### config.mk
export PLATFORM = sky130hd
export DESIGN_NAME = pwl_act_pipe
export DESIGN_NICKNAME = d
export VERILOG_FILES = /design/src/rtl/pwl_act_pipe.sv
export SDC_FILE = /design/constraint.sdc
export NUM_CORES = 2
export LEC_CHECK = 0
export ABC_AREA = 1
export BUFFER_PORTS_ARGS = -buffer_cell sky130_fd_sc_hd__buf_2
export CAP_MARGIN = 20
export CORE_MARGIN = 1
export CORE_UTILIZATION = 40
export DETAILED_ROUTE_END_ITERATION = 16
export GPL_ROUTABILITY_DRIVEN = 0
export PLACE_DENSITY_LB_ADDON = 0.2
export SETUP_SLACK_MARGIN = 0.3
export SKIP_LAST_GASP = 1
export SLEW_MARGIN = 30
export SYNTH_ARGS = -nofsm -noshare
export SYNTH_HDL_FRONTEND = slang
export SYNTH_SLANG_ARGS = --single-unit
### constraint.sdc
create_clock -name clk -period 7.6 [get_ports clk]
set_clock_uncertainty 0.05 [all_clocks]
set_input_delay 1.14 -clock clk [delete_from_list [all_inputs] [get_ports clk]]
set_output_delay 1.14 -clock clk [all_outputs]
set_load 0.01 [all_outputs]
### src/rtl/pwl_act_pipe.sv
// pwl_act_pipe: runtime-programmable piecewise-linear activation, 3-stage valid/ready pipeline
module pwl_act_pipe #(
    parameter int DATA_W = 16,
    parameter int FRAC_W = 8,
    parameter int NSEG   = 8,
    parameter int IDX_W  = 4
) (
    input  logic                     clk,
    input  logic                     rst_n,
    input  logic                     in_valid,
    output logic                     in_ready,
    input  logic signed [DATA_W-1:0] x_in,
    output logic                     out_valid,
    input  logic                     out_ready,
    output logic signed [DATA_W-1:0] y_out,
    input  logic                     sym_mode,
    input  logic                     cfg_we,
    input  logic [1:0]               cfg_sel,
    input  logic [IDX_W-1:0]         cfg_idx,
    input  logic signed [DATA_W-1:0] cfg_data,
    output logic                     cfg_ready,
    output logic                     busy
);
    localparam int N = 2**IDX_W;
    localparam logic signed [DATA_W-1:0] SMIN = {1'b1, {(DATA_W-1){1'b0}}};
    logic signed [DATA_W-1:0] bp [N];
    logic signed [DATA_W-1:0] slope [N];
    logic signed [DATA_W-1:0] icpt [N];
    logic v1, v2, v3, free1, free2, free3, acc, cfg_ok;
    logic signed [DATA_W-1:0] xe, xe1, ic2, sat, res;
    logic [IDX_W-1:0] seg, seg1;
    logic neg1, neg2;
    logic signed [2*DATA_W-1:0] p2, s;

    assign free3     = ~v3 | out_ready;
    assign free2     = ~v2 | free3;
    assign free1     = ~v1 | free2;
    assign in_ready  = free1 & ~cfg_we;
    assign acc       = in_valid & in_ready;
    assign cfg_ready = ~(v1 | v2 | v3);
    assign busy      = ~cfg_ready;
    assign cfg_ok    = cfg_we & cfg_ready;
    assign out_valid = v3;

    // Segment index counts breakpoints at or below xe, so table order does not matter
    always_comb begin
        xe = (sym_mode & x_in[DATA_W-1]) ? ((x_in == SMIN) ? ~x_in : -x_in) : x_in;
        seg = '0;
        for (int k = 0; k < NSEG-1; k++)
            if (bp[k] <= xe) seg = seg + IDX_W'(1);
    end

    always_comb begin
        s = (p2 >>> FRAC_W) + (2*DATA_W)'(ic2);
        sat = (s[2*DATA_W-1:DATA_W-1] != {(DATA_W+1){s[2*DATA_W-1]}})
            ? {s[2*DATA_W-1], {(DATA_W-1){~s[2*DATA_W-1]}}} : s[DATA_W-1:0];
        res = neg2 ? ((sat == SMIN) ? ~sat : -sat) : sat;
    end

    always_ff @(posedge clk or negedge rst_n)
        if (!rst_n) begin
            v1    <= 1'b0;
            v2    <= 1'b0;
            v3    <= 1'b0;
            y_out <= '0;
            xe1   <= '0;
            seg1  <= '0;
            neg1  <= 1'b0;
            p2    <= '0;
            ic2   <= '0;
            neg2  <= 1'b0;
            for (int i = 0; i < N; i++) begin
                bp[i]    <= '0;
                slope[i] <= '0;
                icpt[i]  <= '0;
            end
        end else begin
            if (cfg_ok && cfg_sel == 2'd0 && int'(cfg_idx) < NSEG-1) bp[cfg_idx] <= cfg_data;
            if (cfg_ok && cfg_sel == 2'd1 && int'(cfg_idx) < NSEG) slope[cfg_idx] <= cfg_data;
            if (cfg_ok && cfg_sel == 2'd2 && int'(cfg_idx) < NSEG) icpt[cfg_idx] <= cfg_data;
            if (free1) begin
                v1 <= acc;
                if (acc) begin
                    xe1  <= xe;
                    seg1 <= seg;
                    neg1 <= sym_mode & x_in[DATA_W-1];
                end
            end
            if (free2) begin
                v2 <= v1;
                if (v1) begin
                    p2   <= (2*DATA_W)'(xe1) * (2*DATA_W)'(slope[seg1]);
                    ic2  <= icpt[seg1];
                    neg2 <= neg1;
                end
            end
            if (free3) begin
                v3 <= v2;
                if (v2) y_out <= res;
            end
        end
endmodule
==> flow_summary.yaml <==
floorplan:
  row_count: 121
  die_w_um: 333
  die_y_um: 333
  io_pins: 64
  start_util_pct: 40.3
  die-area_mm2: 0.111
  core_mm2: 0.109
placed_design:
  hpwl_um: 84200
  place_ws_ps: 113
  portBuffers: 63
synthesis:
  ys_seq_area_share_pct: 40.2
  synthDistinctLibCells: 55
  synthCells: 5285
  syn_area_mm2: 0.0439
  ys_ff_latch: 705
  syn_nets: 5814
  async_flop_share_pct: 100
  synth-edff-count: 0
  ys.flop_type: "dfrtp_1"
  yosys_warnings: 0
  syn_area_per_cell_um2: 8.30
sta:
  min_period_over_period_pct: 94.0
  worst_pin_slew_ps: 986
  fin_crit_ps: 7140
  finalSetupTns_ps: 0
  whs_ps: 318
  finalHoldViolCount: 0
  finalSetupViolations: 0
  relSlewSlack_pct: 33.8
  worst_slack_ps: 456
  grt_setup_unrepaired: "yes"
  drv_slew: 0
  max_clock_freq_mhz: 140
setup_path:
  worst-path-max-fanout: 27
  path_class: "reg -> reg"
  critPathLaunchType: "register"
  worstPathArrival_ps: 7650
  critPathBufInv: 8
  cp-end-kind: "register"
  required_ps: 8100
  slowest_stage: "fa_1"
  crit_family: "adder cells"
  cp_slowest_stage_delay_ps: 570
detailed_routing:
  vias: 33700
  drtIter0Drc: 2396
  routed_wl_um: 121000
  first_pass_iters: 8
  via_per_inst: 5.14
  post_drt_wl_per_cell_um: 18.5
  postRouteAntennaNets: 0
  route.detailed.drc: 0
global_routing:
  antenna_found_initial: 0
  use_met3_pct: 3.13
  grt_pass1_wl_um: 189000
  grt_pass1_vias: 33300
  use_met2_pct: 34.5
  grt_max_degree: 173
  grt-busiest-layer: "met2"
  grt_usage_pct: 21.7
  grt_util_met1_pct: 31.0
  grt_remaining_overflow: 0
cells_and_area:
  layout.cells.most_common: "nand2_1"
  fin_nets: 5615
  fill_cells: 10600
  multi_input_area_mm2: 0.0221
  layout_common_cells: "837 x nand2_1, 702 x dfrtp_1, 676 x nor2_1"
  insertedDiodeCount: 0
  synthToLayoutAreaGrowth_pct: 11.2
  seq_area_mm2: 0.0177
  drive_gt1_share_pct: 10.6
worst_hold_path:
  hold_class: "reg -> reg"
cts:
  cts_tree: "built"
  postCtsHoldBufs: 0
  cts.sinks: 705
  cts_buffers: 79
  cts_buffer_depth: 3
  clk_pin_slew_ps: 60
  cts_htree_levels: 3
  cts_root_buf: "clkbuf_16"
  clk_latency_ps: 660
flow_run:
  drv_cap: 0
outcome:
  outcome: "finished, final reports clean"
-- synthesized netlist by cell type (4+ instances only) --
cell type	count	area, um^2
nand3_2	6	60.1
clkinv_1	10	37.5
buf_2	6	30.0
xor2_1	24	210
o211ai_1	27	203
o21a_1	7	52.6
nor3_1	27	135
o21bai_1	5	37.5
inv_2	10	37.5
o21ai_0	571	2860
a211oi_1	5	37.5
a21oi_1	224	1120
nor2_1	684	2570
nand2_1	864	3240
buf_1	19	71.3
nand3_1	134	671
nor2_4	7	78.8
ha_1	223	2790
o22ai_1	32	200
or2_2	13	81.3
a31oi_1	31	194
dfrtp_1	705	17600
o221ai_1	93	815
nand3b_1	7	52.6
a21o_1	9	67.6
xnor2_1	26	228
inv_1	651	2440
clkbuf_1	481	1810
nand4_1	27	169
o21ai_1	9	45.0
nand2_4	4	45.0
nor2_2	10	62.6
nor4_1	6	37.5
nand2_2	29	181
a2111oi_0	4	35.0
fa_1	262	5250
-- metrics by stage --
| step | instances | cell area, um^2 | utilization, % |
|---|---|---|---|
| 6_report | 6562 | 48800 | 44.8 |
| 5_1_grt | 6562 | 48800 | 44.8 |
| 4_1_cts | 6531 | 48000 | 44.1 |
| 3_5_place_dp | 6387 | 45300 | 41.6 |
| 3_3_place_gp | 6387 | 45300 | 41.6 |
| 2_1_floorplan | 5285 | 43900 | - |
-- cell type report --
cell class | count | share of cell area (%)
multi-input cells | 3399 | 45.3
flip-flops and latches | 705 | 36.2
inverters | 671 | 5.27
clock buffers | 111 | 4.63
repair buffers | 228 | 4.22
well taps | 1414 | 3.63
clock inverters | 32 | 0.754
repair inverters | 2 | 0.0462
-- flip-flops by register name, summed over array words and instances (netlist names), 4 cells and up --
name	cells
icpt	256
slope	256
bp	112
p2	24
ic2	16
xe1	16
y_out	16
seg1	4
-- worst paths after layout --
path | startpoint | endpoint | slack [ps] | cells after the start
max | seg1[0] | p2[27] | 460 | 31
min | icpt[108] | icpt[108] | 320 | 0
max reg2reg | seg1[0] | p2[27] | 460 | 31
min reg2reg | icpt[108] | icpt[108] | 320 | 0
max in group asynchronous | rst_n | y_out[8] | 5500 | 4
min in group asynchronous | rst_n | slope[158] | 400 | 1
-- cells by family (layout without fill, tap and decap cells) --
| logic type | count (synthesis) | in the layout | synth area share (%) |
|---|---|---|---|
| xor gates and xnor gates | 50 | 50 | 0.998 |
| buffers and inverters | 1181 | 1044 | 10.2 |
| adders and majority gates | 485 | 485 | 18.3 |
| DFF | 705 | 705 | 40.2 |
| AOI/OAI and AO/OA | 1033 | 1033 | 13.2 |
| and+or+nand+nor | 1831 | 1831 | 17.1 |
-- layer usage --
metal | routed length [um] | vias to the layer above
met3 | 6110 | 165
met1 | 57200 | 16400
li1 | - | 16300
met5 | 0 | -
met4 | 3040 | 0
met2 | 55000 | 781
-- what timing repair did --
action / 4_1_cts / 5_1_grt
endpoints found under the setup margin: 6 / 18
buffers inserted: 0 / 20
resized for setup: 10 / 108
pin swaps: 0 / 24
gates cloned: 1 / 9
hold endpoints to repair: 0 / 0
Power is left out: the tool's default activity adds up to more than one toggle a clock period on the data nets, which glitch-free logic cannot reach.
